`src/rtl/srl_fifo_pkg.sv`:
```
// Shared definitions for the SRL FIFO read port and its store.
//
// Contents:
//   EMPTY_N_RST / FULL_N_RST : values the handshake flags take in reset
//   cnt_width()              : bits needed to count 0..depth entries
//
// Optional feature (see srl_fifo_read_port.sv): SRL_FIFO_OUT_REG_EN.
package srl_fifo_pkg;

  // Flag values while in reset: nothing to read, room to write.
  localparam logic EMPTY_N_RST = 1'b0;
  localparam logic FULL_N_RST  = 1'b1;

  // Width of an occupancy counter that must hold every value 0..depth.
  function automatic int cnt_width(input int depth);
    return $clog2(depth + 1);
  endfunction

endpackage

```
`src/rtl/srl_fifo_store.sv`:
```
// SRL shift-register store.
//
// On we, every entry moves one place deeper and din enters entry 0, so the
// oldest entry always sits at the highest occupied index. There is no reset:
// contents are only meaningful where the controller's occupancy says so.
//
// Ports:
//   clk  : clock, rising edge
//   we   : shift-in enable
//   addr : read address (combinational read)
//   din  : data shifted into entry 0
//   dout : mem[addr]
module srl_fifo_store #(
  parameter int DATA_WIDTH = 1,
  parameter int ADDR_WIDTH = 1
) (
  input  logic                  clk,
  input  logic                  we,
  input  logic [ADDR_WIDTH-1:0] addr,
  input  logic [DATA_WIDTH-1:0] din,
  output logic [DATA_WIDTH-1:0] dout
);

  // Sized to the full address space so any addr value is a legal index;
  // slots at or beyond the configured depth never hold live data.
  localparam int SLOTS = 1 << ADDR_WIDTH;

  logic [DATA_WIDTH-1:0] mem [SLOTS];

  always_ff @(posedge clk) begin
    if (we) begin
      for (int i = SLOTS - 1; i > 0; i--) begin
        mem[i] <= mem[i-1];
      end
      mem[0] <= din;
    end
  end

  assign dout = mem[addr];

endmodule

```
`src/rtl/srl_fifo_read_port.sv`:
```
// Read-side controller for an SRL FIFO; together with srl_fifo_store it is a
// complete FIFO with valid/ready handshakes on both sides.
//
// Handshake: a write is taken on a cycle where if_write & if_write_ce &
// if_full_n; a read consumes the head on a cycle where if_read & if_read_ce &
// if_empty_n. Requests outside those conditions have no effect.
//
// Ports:
//   clk, reset   : clock, synchronous active-high reset
//   if_full_n    : 1 = a write can be accepted
//   if_write_ce  : write clock enable
//   if_write     : write request
//   if_din       : write data
//   if_empty_n   : 1 = if_dout holds valid head data
//   if_read_ce   : read clock enable
//   if_read      : read request / consume head
//   if_dout      : head-of-queue data
//
// Optional feature, macro SRL_FIFO_OUT_REG_EN: adds a registered output stage
// after the store (2-cycle write-to-valid latency, capacity DEPTH+1, if_full_n
// still describes only the store). Undefined: if_dout is read combinationally
// from the store.
module srl_fifo_read_port
  import srl_fifo_pkg::*;
#(
  parameter int DATA_WIDTH = 1,
  parameter int ADDR_WIDTH = 1,
  parameter int DEPTH      = 2
) (
  input  logic                  clk,
  input  logic                  reset,
  output logic                  if_full_n,
  input  logic                  if_write_ce,
  input  logic                  if_write,
  input  logic [DATA_WIDTH-1:0] if_din,
  output logic                  if_empty_n,
  input  logic                  if_read_ce,
  input  logic                  if_read,
  output logic [DATA_WIDTH-1:0] if_dout
);

  localparam int                CNT_W   = ADDR_WIDTH + 1;
  localparam logic [CNT_W-1:0]  DEPTH_C = CNT_W'(DEPTH);

  logic [CNT_W-1:0]      cnt;
  logic [CNT_W-1:0]      cnt_next;
  logic [CNT_W-1:0]      cnt_next_m1;
  logic [ADDR_WIDTH-1:0] addr;
  logic [ADDR_WIDTH-1:0] addr_next;
  logic                  store_vld;   // store holds at least one entry
  logic                  full_n;
  logic                  wr;
  logic                  rd;
  logic                  pop;         // head leaves the store this cycle
  logic [DATA_WIDTH-1:0] store_dout;

  assign wr = if_write & if_write_ce & full_n;

`ifdef SRL_FIFO_OUT_REG_EN
  logic                  dout_vld;
  logic [DATA_WIDTH-1:0] dout_reg;

  assign rd  = if_read & if_read_ce & dout_vld;
  // Refill the output stage whenever it is empty or being consumed.
  assign pop = store_vld & (~dout_vld | rd);

  always_ff @(posedge clk) begin
    if (reset) begin
      dout_vld <= 1'b0;
      dout_reg <= '0;
    end else if (~dout_vld | rd) begin
      dout_vld <= store_vld;
      if (store_vld) begin
        dout_reg <= store_dout;
      end
    end
  end

  assign if_empty_n = dout_vld;
  assign if_dout    = dout_reg;
`else
  assign rd  = if_read & if_read_ce & store_vld;
  assign pop = rd;

  assign if_empty_n = store_vld;
  assign if_dout    = store_dout;
`endif

  assign if_full_n = full_n;

  always_comb begin
    cnt_next = cnt;
    if (wr & ~pop) begin
      cnt_next = cnt + 1'b1;
    end else if (pop & ~wr) begin
      cnt_next = cnt - 1'b1;
    end
  end

  // Head lives at cnt-1. On a simultaneous shift and pop cnt is unchanged, so
  // the address stays put and the shift slides the next-oldest entry into it.
  assign cnt_next_m1 = cnt_next - 1'b1;
  assign addr_next   = (cnt_next != '0) ? cnt_next_m1[ADDR_WIDTH-1:0] : '0;

  always_ff @(posedge clk) begin
    if (reset) begin
      cnt       <= '0;
      addr      <= '0;
      store_vld <= EMPTY_N_RST;
      full_n    <= FULL_N_RST;
    end else begin
      cnt       <= cnt_next;
      addr      <= addr_next;
      store_vld <= (cnt_next != '0);
      full_n    <= (cnt_next != DEPTH_C);
    end
  end

  srl_fifo_store #(
    .DATA_WIDTH (DATA_WIDTH),
    .ADDR_WIDTH (ADDR_WIDTH)
  ) u_store (
    .clk  (clk),
    .we   (wr),
    .addr (addr),
    .din  (if_din),
    .dout (store_dout)
  );

endmodule

```
`config.mk`:
```
export PLATFORM = sky130hd
export DESIGN_NAME = srl_fifo_read_port
export DESIGN_NICKNAME = d
export VERILOG_FILES = /design/src/rtl/srl_fifo_pkg.sv /design/src/rtl/srl_fifo_store.sv /design/src/rtl/srl_fifo_read_port.sv
export SDC_FILE = /design/constraint.sdc
export NUM_CORES = 1
export LEC_CHECK = 0
export BUFFER_PORTS_ARGS = -buffer_cell sky130_fd_sc_hd__buf_2
export CAP_MARGIN = 10
export CORE_AREA = 4 4 41 43
export CTS_BUF_LIST = sky130_fd_sc_hd__clkbuf_4
export DETAILED_ROUTE_END_ITERATION = 6
export DIE_AREA = 0 0 45 47
export HOLD_SLACK_MARGIN = 0.06
export PLACE_DENSITY = 0.45
export SKIP_CTS_REPAIR_TIMING = 1
export SLEW_MARGIN = 25
export SYNTH_ARGS = -nofsm -noshare
export SYNTH_HDL_FRONTEND = slang
export SYNTH_HIERARCHICAL = 1
export SYNTH_SLANG_ARGS = --single-unit
export TNS_END_PERCENT = 10
```
`constraint.sdc`:
```
create_clock -name clk -period 2.2 [get_ports clk]
set_clock_uncertainty 0.15 [all_clocks]
set_input_delay 0.33 -clock clk [delete_from_list [all_inputs] [get_ports clk]]
set_output_delay 0.33 -clock clk [all_outputs]
set_load 0.01 [all_outputs]
```
==> run_results.csv, run 1 <==
group,metric,value,unit
status,run_status,"complete, no violations",
timing,slew_headroom,75.1,%
floorplanning,rows,13,
routing,drtAntennaViolNets,0,
yosys,yosysWarningCount,6,
global_route,grt_pass1_wl,966,um
global_route,overflow,0,
timing,period_needed,1520,ps
yosys,synth_cells,28,
global_route,antenna_found_initial,0,
routing,avgRoutedWirePerCell,11.1,um
layout,drive_gt1_share,48.8,%
layout,fillCellCount,146,
routing,drt_pre_antenna_iters,2,
timing,rsz0062_at_grt,"false",
clock_tree,cts.clk_slew.worst_paths,50,ps
global_route,track_usage,7.30,%
routing,dr_wl_met2,315,um
timing,maxSlewViolCount,0,
layout,fin_nets,49,
floorplanning,core_area,1300,um^2
pwr,total_leakage_power,0.177,nW
routing,drc,0,
floorplanning,die_h,47,um
layout,final_cells,56,
routing,wl_met1,237,um
timing,min_period_over_period,68.9,%
placement,place.port_buffers,9,
setup_path,cp.arrival,1040,ps
floorplanning,design.die.area,2120,um^2
clock_tree,cts.path.max_buffers,2,
routing,first_iter_violations,2,
yosys,synth_area,338,um^2
global_route,grt_pass1_vias,241,
timing,setup_viol,0,
setup_path,endpoint_kind,"output port",
clock_tree,insertion_delay,250,ps
layout,register_area,160,um^2
setup_path,critPathLaunchType,"flop",
yosys,syn_avg_cell_area,12.1,um^2
timing,setup_ws,684,ps
setup_path,cp.required,1720,ps
routing,vias,252,
floorplanning,start_util,26.0,%
floorplanning,ios,10,
clock_tree,cts_tree,"done",
yosys,synth_fp_nets,35,
yosys,yosysSeqAreaShare,47.4,%
placement,post-place-cells,52,
layout,synthToLayoutAreaGrowth,27.8,%
global_route,grt_max_degree,8,
clock_tree,cts.sinks,7,
routing,wl_met3,57,um
setup_path,path_class,"reg2out",
placement,gp_congestion,0.660,
pwr,p_per_area,776,nW/um^2
yosys,synth_seq_cells,7,
timing,hold_viol,0,
setup_path,crit_fanout,2,
placement,pre_cts_slack,621,ps
routing,drt_wl_total,623,um
floorplanning,die-width,45,um
pwr,vdd_drop_max,0.355,mV
clock_tree,cts_root_buffer,"clkbuf_4",
layout,multiInputGateArea,174,um^2
routing,via_per_inst,4.50,
layout,antenna_cells,0,
routing,dr.max_layer_used,"met4",
timing,clock.fmax,660,MHz
job,drv_cap,0,
hold_path,worst_hold_path_type,"in2reg",
clock_tree,htree_levels,1,
yosys,synth_cell_types,18,
clock_tree,numCtsBuffers,3,
timing,tightest_slew,372,ps
timing,tns,0,ps
## cells in the final DEF, fill, tap and decap left out
cell / Yosys / layout
o32ai_1: 1 / 1
clkbuf_4: 0 / 4
buf_2: 0 / 9
and2b_1: 1 / 1
a211oi_2: 1 / 1
mux2_2: 2 / 2
inv_1: 1 / 1
nor3_1: 1 / 1
and2b_2: 1 / 1
o32a_1: 1 / 1
nor2b_1: 1 / 1
xnor2_1: 1 / 1
nor2_1: 2 / 2
edfxtp_1: 2 / 2
mux2i_1: 2 / 2
nand3_2: 2 / 2
nand2b_1: 2 / 2
mux2_4: 1 / 1
dfxtp_1: 5 / 5
xor2_1: 1 / 1
## final timing paths
kind | startpoint | endpoint | slack (ps) | cells after the start
setup / recovery | u_store/mem[0] | if_dout | 680 | 2
hold / removal | if_din | u_store/mem[0] | 110 | 1
setup reg to reg | if_full_n | cnt[1] | 760 | 4
hold reg to reg | u_store/mem[0] | u_store/mem[1] | 310 | 0
## per-layer routing
metal,vias up,global-route usage [%]
li1,127,-
met1,115,6.22
met5,-,0
met3,2,5.75
met4,0,7.02
met2,8,10.7
## state kept, by name (all words and copies together), names as in the netlist
signal / cells
addr: 1
cnt: 2
if_empty_n: 1
if_full_n: 1
u_store/mem: 2
## cells by family (layout without fill, tap and decap cells)
family	Yosys count	count (layout)	share of synthesized area, %
XOR/XNOR	2	2	5.19
AO/OA/AOI/OAI	3	3	9.26
AND/OR/NAND/NOR	10	10	20.0
flip-flops	7	7	47.4
multiplexers	5	5	17.0
buffers and inverters	1	14	1.11
## final cells by class
type                    count  share of cell area [%]
flip-flops and latches      7                    37.1
repair buffers              9                    10.4
well taps                  15                    4.35
multi-input cells          20                    40.3
clock buffers               4                    6.96
inverters                   1                   0.870
## report_power, final
part	switching [mW]	total, mW	internal (mW)
Combinational	0.0240	0.0527	0.0287
Clock	0.0459	0.127	0.0814
Sequential	0.0109	0.155	0.144
Total	0.0808	0.335	0.254
## critical path, cell delays in order (launching register included)
cell	delay (ps)
edfxtp_1	380
mux2_4	270
buf_2	140
## cell usage after synthesis (all sizes together)
library cell / number / share of area (%)
dfxtp: 5 / 30
mux2: 3 / 11
and2b: 2 / 4.8
edfxtp: 2 / 18
mux2i: 2 / 5.9
nand2b: 2 / 3.7
nand3: 2 / 5.9
nor2: 2 / 2.2
a211oi: 1 / 3.7
inv: 1 / 1.1
nor2b: 1 / 1.9
nor3: 1 / 1.5
o32a: 1 / 3.0
o32ai: 1 / 2.6
xnor2: 1 / 2.6
xor2: 1 / 2.6
## metrics by stage
stage / hold WS, ps / total power, mW / cell area, um^2 / utilization [%]
2_1_floorplan: 245 / 0.192 / 338 / -
3_3_place_gp: 289 / 0.209 / 402 / 30.9
3_5_place_dp: 302 / 0.211 / 402 / 30.9
4_1_cts: 101 / 0.342 / 432 / 33.2
5_1_grt: 91.0 / 0.357 / 432 / 33.2
6_report: 111 / 0.335 / 432 / 33.2
No activity file was read; power rests on OpenSTA's default activity.
==> inputs of run 2 (changes only) <==
--- a/config.mk
+++ b/config.mk
@@ -12,7 +12,7 @@
 export DETAILED_ROUTE_END_ITERATION = 6
 export DIE_AREA = 0 0 45 47
 export HOLD_SLACK_MARGIN = 0.06
-export PLACE_DENSITY = 0.45
+export PLACE_DENSITY = 0.47
 export SKIP_CTS_REPAIR_TIMING = 1
 export SLEW_MARGIN = 25
 export SYNTH_ARGS = -nofsm -noshare
==> constraint.sdc (replaced) <==
create_clock -name clk -period 1.24 [get_ports clk]
set_clock_uncertainty 0.15 [all_clocks]
set_input_delay 0.186 -clock clk [delete_from_list [all_inputs] [get_ports clk]]
set_output_delay 0.186 -clock clk [all_outputs]
set_load 0.01 [all_outputs]
==> run 2 against run 1 <==
Compared with the run above:
- the run now ends with negative setup slack left
- global-route usage is 0.55 points lower
- count of clock-buffer cells in the layout stayed put
- clock power is 77% higher
- critical path depth is 2 higher
- largest power group unchanged
==> run_results.csv, run 2 (same netlist as run 1, synthesis figures left out) <==
group,metric,value,unit
routing,first_iter_violations,4,
placement,place.port_buffers,9,
routing,via_per_inst,4.40,
layout,antenna_cells,0,
layout,fillCellCount,134,
timing,min_period_over_period,114,%
pwr,vdd_drop_max,0.599,mV
floorplanning,die_h,47,um
clock_tree,cts_tree,"done",
layout,final_common_cell,"buf_2",
clock_tree,htree_levels,1,
timing,tightest_slew,380,ps
setup_path,path_class,"reg2reg",
routing,drt_wl_total,648,um
clock_tree,insertion_delay,250,ps
routing,vias,273,
timing,clock.fmax,710,MHz
placement,pre_cts_slack,-175,ps
layout,most-common-layout-cells,"buf_2, clkbuf_4, buf_4",
setup_path,endpoint_kind,"flop",
timing,slew_headroom,74.6,%
setup_path,cp.required,1220,ps
pwr,power.total,0.632,mW
timing,rsz0062_at_grt,"true",
global_route,antenna_found_initial,0,
setup_path,critPathLaunchType,"flop",
placement,post-place-cells,56,
timing,tns,-403,ps
layout,drive_gt1_share,59.6,%
floorplanning,die-width,45,um
timing,setup_ws,-168,ps
placement,gp_congestion,0.758,
status,violations,"negative setup slack",
floorplanning,core_area,1300,um^2
routing,drtAntennaViolNets,0,
floorplanning,start_util,26.0,%
hold_path,worst_hold_path_type,"in2reg",
layout,final_cells,62,
timing,period_needed,1410,ps
layout,final_util,38.9,%
pwr,p_per_area,1250,nW/um^2
timing,hold_viol,0,
routing,drt_pre_antenna_iters,4,
floorplanning,ios,10,
layout,fin_nets,55,
global_route,grt_pass1_vias,229,
clock_tree,cts.clk_slew.worst_paths,50,ps
global_route,grt_pass1_wl,924,um
routing,drc,0,
timing,setup_viol,4,
global_route,grt_max_degree,8,
clock_tree,numCtsBuffers,3,
job,drv_cap,0,
setup_path,cp.arrival,1390,ps
floorplanning,rows,13,
pwr,total_leakage_power,0.212,nW
clock_tree,cts.sinks,7,
routing,avgRoutedWirePerCell,10.5,um
clock_tree,cts.path.max_buffers,2,
global_route,track_usage,6.75,%
setup_path,crit_fanout,4,
clock_tree,cts_root_buffer,"clkbuf_4",
layout,reg_top3,"cnt: 2 flops, u_store/mem: 2 flops",
global_route,overflow,0,
floorplanning,design.die.area,2120,um^2
status,run_status,"finished, violations left",
timing,maxSlewViolCount,0,
layout,synthToLayoutAreaGrowth,50.0,%
-- run 2: cell types whose count changed in the layout (fill, tap and decap cells not counted), moves of 2 or more --
cell / before / now
buf_4: 0 / 4
dfxtp_1: 5 / 3
dfxtp_2: 0 / 2
dlygate4sd3_1: 0 / 2
-- run 2: metrics by stage --
step                hold WS, ps  cell area, um^2
floorplan                  93.3              340
global placement            214              434
detailed placement          214              434
CTS                       -49.3              464
global route                284              507
finish                      285              507
-- run 2: final timing paths --
path	startpoint	end	cells after the start	slack, ps
worst max-delay path	if_full_n	cnt[1]	4	-170
worst min-delay path	if_write	u_store/mem[0]	4	290
worst max register to register	if_full_n	cnt[1]	4	-170
worst min register to register	u_store/mem[0]	u_store/mem[1]	0	300
-- run 2: worst max-delay path: stages, from the launching register on --
cell	delay (ps)
dfxtp_2	340
nand3_4	70
and2b_2	230
mux2i_2	190
mux2_4	310
-- run 2: final cells by class --
| type | instances | area [um^2] | share of cell area [%] |
|---|---|---|---|
| well taps | 15 | 18.8 | 3.70 |
| multi-input cells | 20 | 190 | 37.5 |
| flip-flops and latches | 7 | 163 | 32.1 |
| inverters | 1 | 3.75 | 0.741 |
| clock buffers | 4 | 30.0 | 5.93 |
| repair buffers | 15 | 101 | 20.0 |
-- run 2: power by group --
| group | switching [mW] | total [mW] | internal [mW] |
|---|---|---|---|
| logic | 0.0554 | 0.135 | 0.0791 |
| registers | 0.0153 | 0.272 | 0.257 |
| clock network | 0.0803 | 0.225 | 0.144 |
| total | 0.151 | 0.632 | 0.481 |
-- run 2: per-layer routing --
layer | share of wire (%) | track usage, % | wire length, um
met1 | 40 | 7.16 | 261
met4 | 0 | 1.75 | 0
met2 | 49 | 9.32 | 319
met3 | 10 | 6.90 | 67
met5 | 0 | 0 | 0
